[config.mk]
export PLATFORM = sky130hd
export DESIGN_NAME = ren_chain_responder
export DESIGN_NICKNAME = d
export VERILOG_FILES = /design/src/rtl/ren_chain_responder.sv
export SDC_FILE = /design/constraint.sdc
export NUM_CORES = 1
export LEC_CHECK = 0
export CAP_MARGIN = 10
export CORE_MARGIN = 4
export CORE_UTILIZATION = 64
export CTS_CLUSTER_DIAMETER = 60
export DETAILED_ROUTE_END_ITERATION = 8
export PLACE_DENSITY = 0.84
export SYNTH_ARGS = -nofsm -noshare
export SYNTH_HDL_FRONTEND = slang
export SYNTH_SLANG_ARGS = --single-unit
[constraint.sdc]
create_clock -name clk -period 3.5 [get_ports clk]
set_clock_uncertainty 0.05 [all_clocks]
set_input_delay 0.525 -clock clk [delete_from_list [all_inputs] [get_ports clk]]
set_output_delay 0.525 -clock clk [all_outputs]
set_load 0.03 [all_outputs]
[src/rtl/ren_chain_responder.sv]
// Read-enable chain responder: storage reads through a LAT-cycle pipeline into a credit-limited response FIFO.
// Optional REN_RESP_CLR_EN: storage cleared on reset and by an all-ones write to the all-ones address.
module ren_chain_responder #(
    parameter int ADDR_W = 4,
    parameter int DATA_W = 8,
    parameter int LAT    = 2,
    parameter int DEPTH  = 4
) (
    input  logic                     clk,
    input  logic                     reset,
    input  logic                     io_in_ren,
    input  logic [ADDR_W-1:0]        io_in_addr,
    output logic                     io_in_rdy,
    input  logic                     io_wen,
    input  logic [ADDR_W-1:0]        io_waddr,
    input  logic [DATA_W-1:0]        io_wdata,
    output logic                     io_out_valid,
    input  logic                     io_out_ready,
    output logic [DATA_W-1:0]        io_out_data,
    output logic [$clog2(DEPTH):0]   io_count,
    output logic                     io_err
);

    localparam int CW    = $clog2(DEPTH) + 1;
    localparam int FW    = $clog2(DEPTH);
    localparam int WORDS = 1 << ADDR_W;
    localparam logic [CW-1:0] DEPTH_C = CW'(DEPTH);

    logic [DATA_W-1:0] mem_q [WORDS];
    logic [DATA_W-1:0] mem_d [WORDS];
    logic [DATA_W-1:0] rd_data;
    logic              accept;
    logic              drop;
    logic              pop;
    logic              push_v;
    logic [DATA_W-1:0] push_d;

    logic [DATA_W-1:0] fifo_q [DEPTH];
    logic [DATA_W-1:0] fifo_d [DEPTH];
    logic [CW-1:0]     wr_ptr_q, wr_ptr_d;
    logic [CW-1:0]     rd_ptr_q, rd_ptr_d;
    logic [CW-1:0]     count_q, count_d;
    logic              err_q, err_d;
    logic              empty;

    assign io_in_rdy = (count_q < DEPTH_C);
    assign accept    = io_in_ren && io_in_rdy;
    assign drop      = io_in_ren && !io_in_rdy;
    // Read happens before this edge's write, so a colliding write returns old data
    assign rd_data   = mem_q[io_in_addr];

`ifdef REN_RESP_CLR_EN
    logic clr_all;
    assign clr_all = io_wen && (&io_waddr) && (&io_wdata);

    always_comb begin
        mem_d = mem_q;
        if (clr_all) begin
            for (int i = 0; i < WORDS; i++) mem_d[i] = '0;
        end else if (io_wen) begin
            mem_d[io_waddr] = io_wdata;
        end
    end

    always_ff @(posedge clk or posedge reset) begin
        if (reset) begin
            for (int i = 0; i < WORDS; i++) mem_q[i] <= '0;
        end else begin
            mem_q <= mem_d;
        end
    end
`else
    always_comb begin
        mem_d = mem_q;
        if (io_wen) mem_d[io_waddr] = io_wdata;
    end

    always_ff @(posedge clk) begin
        mem_q <= mem_d;
    end
`endif

    // The FIFO write is the final pipeline stage, so LAT-1 registers precede it
    generate
        if (LAT == 1) begin : g_lat1
            assign push_v = accept;
            assign push_d = rd_data;
        end else begin : g_pipe
            logic [LAT-2:0]    pv_q, pv_d;
            logic [DATA_W-1:0] pd_q [LAT-1];
            logic [DATA_W-1:0] pd_d [LAT-1];

            always_comb begin
                pv_d    = pv_q;
                pd_d    = pd_q;
                pv_d[0] = accept;
                pd_d[0] = rd_data;
                for (int k = 1; k < LAT - 1; k++) begin
                    pv_d[k] = pv_q[k-1];
                    pd_d[k] = pd_q[k-1];
                end
            end

            always_ff @(posedge clk or posedge reset) begin
                if (reset) begin
                    pv_q <= '0;
                    for (int k = 0; k < LAT - 1; k++) pd_q[k] <= '0;
                end else begin
                    pv_q <= pv_d;
                    pd_q <= pd_d;
                end
            end

            assign push_v = pv_q[LAT-2];
            assign push_d = pd_q[LAT-2];
        end
    endgenerate

    assign empty        = (wr_ptr_q == rd_ptr_q);
    assign io_out_valid = !empty;
    assign io_out_data  = empty ? '0 : fifo_q[rd_ptr_q[FW-1:0]];
    assign pop          = io_out_valid && io_out_ready;
    assign io_count     = count_q;
    assign io_err       = err_q;

    always_comb begin
        fifo_d   = fifo_q;
        wr_ptr_d = wr_ptr_q;
        rd_ptr_d = rd_ptr_q;
        count_d  = count_q;
        err_d    = err_q | drop;
        if (push_v) begin
            fifo_d[wr_ptr_q[FW-1:0]] = push_d;
            wr_ptr_d = wr_ptr_q + 1'b1;
        end
        if (pop) rd_ptr_d = rd_ptr_q + 1'b1;
        unique case ({accept, pop})
            2'b10:   count_d = count_q + 1'b1;
            2'b01:   count_d = count_q - 1'b1;
            default: count_d = count_q;
        endcase
    end

    always_ff @(posedge clk or posedge reset) begin
        if (reset) begin
            for (int i = 0; i < DEPTH; i++) fifo_q[i] <= '0;
            wr_ptr_q <= '0;
            rd_ptr_q <= '0;
            count_q  <= '0;
            err_q    <= 1'b0;
        end else begin
            fifo_q   <= fifo_d;
            wr_ptr_q <= wr_ptr_d;
            rd_ptr_q <= rd_ptr_d;
            count_q  <= count_d;
            err_q    <= err_d;
        end
    end

endmodule

==> results_dict.tcl, run 1 <==
set metrics [dict create \
    status "complete, no violations" \
    io_buffers 34 \
    cts_tree "done" \
    total_leakage_power_nw 3.06 \
    die_h_um 114 \
    routed_via_density 6.08 \
    fin_setup_tns_ns 0 \
    coreArea_um2 10900 \
    root_buffer "clkbuf_16" \
    ios 35 \
    wirelength_um 12900 \
    fmax_mhz 314 \
    worst_pin_slew_ns 1.02 \
    synthDistinctLibCells 35 \
    yosysWarnings 0 \
    clock-sinks 179 \
    antenna_cells 0 \
    layout.cells.non_filler 565 \
    fin_nets 440 \
    synth_area_leaders "edfxtp_1 53%, dfrtp_1 18%, mux4_2 9.1%, mux2_2 5.2%, mux4_1 4.0%" \
    initial_core_util_pct 65.8 \
    place_congestion 0.701 \
    synth_fp_nets 393 \
    row_count 38 \
    total_power_w 0.00437 \
    grt_pass1_wl_um 20900 \
    die_x_um 114 \
    highest_layer "met4" \
    fillers 602 \
    drive_above_1_share_pct 24.2 \
    hold_viol_final 0 \
    crit_fanout 11 \
    vias 3435 \
    critPathRequiredTime_ns 2.92 \
    area_growth_pct 14.2 \
    postCtsSetupRepairBufs 0 \
    slew_headroom_pct 32.0 \
    avgSynthCellArea_um2 19.7 \
    remaining_drc_errors 0 \
    m1WireLength_um 5160 \
    synth-seq-cells 179 \
    wl_met3_um 777 \
    yosysTopAreaCell "edfxtp_1" \
    rsz0062_at_grt "false" \
    grt-ovfl-total 0 \
    finalCritPeriodShare_pct 90.9 \
    ctsResizeCount 0 \
    place.detailed.instances 533 \
    grt_pass1_vias 3733 \
    insertion_delay_ns 0.43 \
    worst_ep_arrival_time_ns 2.61 \
    ctsHtreeMaxLevel 4 \
    drt-pass1-iter-count 4 \
    worstSetupStartpointType "flop" \
    grt_use_total_pct 22.0 \
    wl_per_cell_um 22.8 \
    crit_type "reg2out" \
    clkSlewWorstSetupHoldPaths_ns 0.06 \
    wl_met2_um 6740 \
    clockBufferDepth 2 \
    antenna_found_initial 0 \
    die-area_um2 13000 \
    slew_violations 0 \
    grt_max_degree 52 \
    setup_violations 0 \
    hpwl_um 8410 \
    postRouteAntennaNets 0 \
    end_kind "primary output" \
    hold_path.class "reg2reg" \
    drv_cap 0 \
    synth.top_cell.area_share_pct 53.4 \
    syn_inst 365 \
    synth_area_um2 7190 \
    p_per_area_nw_per_um2 532 \
    numCtsBuffers 17 \
    cts-hold-fix-buffers 0 \
    fin_crit_ns 3.18 \
    irDropWorstVdd_uv 451 \
    yosysSeqAreaShare_pct 71.2 \
    first_iter_violations 332 \
]
-- registers in the layout, summed over array words and instances, names as in the netlist --
name and cells:
fifo_q 32, g_pipe.pd_q 8, g_pipe.pv_q 1, io_count 3, io_err 1, mem_q 128, rd_ptr_q 3, wr_ptr_q 3
-- cell families after synthesis --
logic type,synth area share [%]
AO/OA/AOI/OAI,2.21
XOR/XNOR,1.22
adder cells (fa/ha/maj),1.32
buffers and inverters,2.26
flip-flops,71.2
multiplexers,18.3
AND/OR/NAND/NOR,3.53
-- cells in the mapped netlist, drive strengths merged --
| library cell | number |
|---|---|
| nor2 | 14 |
| nand3b | 2 |
| and2b | 1 |
| a22oi | 16 |
| nand2 | 16 |
| bufbuf | 1 |
| xor2 | 5 |
| clkdlybuf4s25 | 1 |
| buf | 9 |
| clkbuf | 2 |
| mux2 | 33 |
| dfrtp | 51 |
| and2 | 1 |
| mux4 | 40 |
| edfxtp | 128 |
| a21o | 1 |
| o311ai | 1 |
| nor2b | 9 |
| ha | 6 |
| o31ai | 1 |
| o21ai | 2 |
| or3b | 1 |
| nand3 | 1 |
| nand2b | 2 |
| inv | 10 |
| xnor2 | 5 |
| nor3 | 5 |
| fa | 1 |
-- metrics by stage --
stage / instance area [µm²] / setup slack [ns] / hold WS, ns / utilization [%]
after floorplan: 7190 / 1.43 / 0.415 / -
after detailed placement: 7630 / 0.711 / 0.419 / 69.8
after CTS: 8210 / 0.256 / 0.433 / 75.1
final: 8210 / 0.320 / 0.432 / 75.1
after global placement: 7630 / 0.793 / 0.389 / 69.8
after global routing: 8210 / 0.121 / 0.442 / 75.1
-- where the power goes --
group	switching [W]	internal [W]	leakage [nW]
combinational	0.000103	0.0000740	0.930
sequential	0.0000184	0.00232	1.84
clock	0.000794	0.00106	0.284
-- cells in the final DEF, fill, tap and decap left out, drive strengths merged --
cell           Yosys  final
clkinvlp           0      1
mux2              33     33
a22oi             16     16
nor2b              9      9
ha                 6      6
bufinv             0      2
nor3               5      5
nand2             16     16
dfrtp             51     51
nand3              1      1
inv               10     15
and2               1      1
buf                9      8
xnor2              5      5
edfxtp           128    128
nand3b             2      2
o21ai              2      2
fa                 1      1
and2b              1      1
mux4              40     40
clkbuf             2     18
o311ai             1      1
o31ai              1      1
xor2               5      5
clkdlybuf4s50      0     33
nand2b             2      2
nor2              14     14
or3b               1      1
clkinv             0      6
a21o               1      1
-- routing by layer --
layer  vias to the layer above  global-route usage (%)
li1                       1547                       -
met1                      1761                    30.3
met2                       110                    34.8
met3                        17                    5.46
met4                         0                    8.08
met5                         -                       0
-- path summary, 6_finish.rpt --
path	startpoint	end	slack, ns	cells past startpoint
setup / recovery	rd_ptr_q[0]$_DFFE_PP0P_	io_out_data[6]	0.32	4
hold / removal	io_err$_DFF_PP0_	io_err$_DFF_PP0_	0.43	1
setup reg to reg	rd_ptr_q[0]$_DFFE_PP0P_	io_count[2]$_DFFE_PP0P_	1.03	9
hold reg to reg	io_err$_DFF_PP0_	io_err$_DFF_PP0_	0.43	1
max in group asynchronous	reset	fifo_q[15]$_DFFE_PP0P_	2.15	2
min in group asynchronous	reset	io_count[2]$_DFFE_PP0P_	0.62	2
-- critical path: stages, from the launching register on --
cell and delay, ns:
dfrtp_1 0.70, xor2_1 0.23, nor3_2 0.53, nor2b_1 0.11, clkdlybuf4s50_1 0.61
-- final cells by class --
cell class / count / area (µm²) / area share (%)
multi-input cells: 163 / 1910 / 23.3
clock buffers: 18 / 429 / 5.23
repair buffers: 41 / 388 / 4.72
well taps: 140 / 175 / 2.13
inverters: 10 / 37.5 / 0.457
flip-flops and latches: 179 / 5120 / 62.4
clock inverters: 14 / 151 / 1.84
Power figures use the tool's default switching activity.
==> run 2, diff against run 1 <==
- PLACE_DENSITY: 0.84 -> default
- PLACE_DENSITY_LB_ADDON: default -> 0.1
==> run 2 against run 1 <==
Largest power group unchanged; count of clock-buffer cells in the layout grew 1; first-iteration DRC count down 33%; power shrank 2.4%; via count grew 2.7%; critical endpoint is now io_out_data[2]; sequential power about the same; maximum frequency increased by 6.2%; global-route usage is 0.39 points higher; register-to-register slack better by 0.12 ns; combinational power barely moved; sequential cell count is the same; critical path type unchanged; worst hold slack better by 0.012 ns.
==> results_dict.tcl, run 2 (synthesized netlist as in run 1, its figures left out) <==
set metrics [dict create \
    final_area_um2 8190 \
    clock-sinks 179 \
    die-area_um2 13000 \
    crit_fanout 11 \
    top_regs "mem_q (128), fifo_q (32), g_pipe.pd_q (8)" \
    vias 3527 \
    ctsResizeCount 0 \
    dpl-instance-area_um2 7650 \
    power_frac_comb_pct 4.2 \
    worstSetupStartpointType "flop" \
    hold_viol_final 0 \
    hpwl_um 8300 \
    largest_reg_flops 128 \
    fin_crit_ns 2.99 \
    first_iter_violations 222 \
    cts-hold-fix-buffers 0 \
    seq_power_share_pct 54.8 \
    place.detailed.instances 534 \
    slew_headroom_pct 32.6 \
    critPathRequiredTime_ns 2.92 \
    finalCritPeriodShare_pct 85.5 \
    ctsHtreeMaxLevel 4 \
    r2r_start "rd_ptr_q[1]$_DFFE_PP0P_" \
    area_growth_pct 13.9 \
    layout_commonest_cell "edfxtp_1" \
    setup_violations 0 \
    final_cell_mix "128 x edfxtp_1, 51 x dfrtp_1, 33 x mux2_2, 33 x clkdlybuf4s50_1, 29 x mux4_2" \
    clkSlewWorstSetupHoldPaths_ns 0.06 \
    root_buffer "clkbuf_16" \
    routed_via_density 6.24 \
    ios 35 \
    hold_path.class "reg2reg" \
    hold_path_depth 1 \
    postCtsSetupRepairBufs 0 \
    fin_setup_tns_ns 0 \
    clockBufferDepth 2 \
    slew_violations 0 \
    antenna_found_initial 0 \
    remaining_drc_errors 0 \
    irDropWorstVdd_uv 599 \
    max_flop_register "mem_q" \
    crit_path_start "rd_ptr_q[1]$_DFFE_PP0P_" \
    die_x_um 114 \
    crit_type "reg2out" \
    io_buffers 34 \
    p_per_area_nw_per_um2 521 \
    p_sw_w 0.000893 \
    min_from "wr_ptr_q[2]$_DFFE_PP0P_" \
    wl_per_cell_um 23.0 \
    grt_max_degree 52 \
    intPower_w 0.00337 \
    die_h_um 114 \
    insertion_delay_ns 0.42 \
    ff2ff_path_depth 9 \
    fmax_mhz 334 \
    antenna_cells 0 \
    pwr-share-clk_pct 41.0 \
    grt-ovfl-total 0 \
    row_count 38 \
    fin_nets 441 \
    grt_pass1_wl_um 21200 \
    drv_cap 0 \
    layout.cells.non_filler 565 \
    place_congestion 0.725 \
    grt_use_total_pct 22.4 \
    cts_tree "done" \
    reg2reg_slack_ns 1.15 \
    total_leakage_power_nw 3.05 \
    worst_ep_arrival_time_ns 2.42 \
    wirelength_um 13000 \
    slowest_delay_ns 0.63 \
    coreArea_um2 10900 \
    cp_slowest_cell "dfrtp_1" \
    rsz0062_at_grt "false" \
    grt_pass1_vias 3811 \
    switching_share_pct 20.9 \
    drive_above_1_share_pct 24.0 \
    numCtsBuffers 17 \
    status "complete, no violations" \
    postRouteAntennaNets 0 \
    initial_core_util_pct 65.8 \
    end_kind "primary output" \
    drt-pass1-iter-count 5 \
    path_cells "xor2_1, nor3_2, nor2b_1, clkdlybuf4s50_1" \
    worst_pin_slew_ns 1.01 \
]
run 2: per-layer routing:
metal	global-route usage, %	share of wire [%]
met5	0	0
met4	8.31	1.8
met3	5.99	6.0
met2	35.6	51
met1	30.3	41
run 2: worst max-delay path: cells and delay by family (launching register included):
kind          cells  cell delay [ns]
buf+inv           1             0.61
flops             1             0.63
simple gates      2             0.56
xor+xnor          1             0.20
run 2: cell type report:
class | instances | area, µm²
Multi-Input combinational cell | 163 | 1910
Inverter | 10 | 37.5
Clock inverter | 12 | 108
Clock buffer | 19 | 433
Tap cell | 140 | 175
Fill cell | 647 | 2750
Timing Repair Buffer | 42 | 408
Sequential cell | 179 | 5120
run 2: through the flow:
| step | setup slack (ns) | total power [W] | utilization, % | hold WS (ns) |
|---|---|---|---|---|
| floorplan | 1.43 | 0.00248 | - | 0.415 |
| global placement | 0.993 | 0.00255 | 70.0 | 0.389 |
| detailed placement | 0.867 | 0.00256 | 70.0 | 0.434 |
| CTS | 0.460 | 0.00429 | 74.9 | 0.447 |
| global route | 0.354 | 0.00441 | 74.9 | 0.459 |
| finish | 0.506 | 0.00427 | 74.9 | 0.444 |
run 2: worst paths after layout:
check                                     endpoint
setup reg to reg           io_count[2]$_DFFE_PP0P_
hold reg to reg            wr_ptr_q[2]$_DFFE_PP0P_
max in group asynchronous   fifo_q[17]$_DFFE_PP0P_
setup / recovery                    io_out_data[2]
min in group asynchronous   fifo_q[29]$_DFFE_PP0P_
hold / removal             wr_ptr_q[2]$_DFFE_PP0P_
run 2: power groups by stage:
stage | combinational (W) | sequential [W] | clock (W)
6_report | 0.000179 | 0.00234 | 0.00175
4_1_cts | 0.000182 | 0.00234 | 0.00177
3_5_place_dp | 0.000181 | 0.00238 | 0
5_1_grt | 0.000195 | 0.00234 | 0.00188
3_3_place_gp | 0.000175 | 0.00238 | 0
2_1_floorplan | 0.000107 | 0.00237 | 0
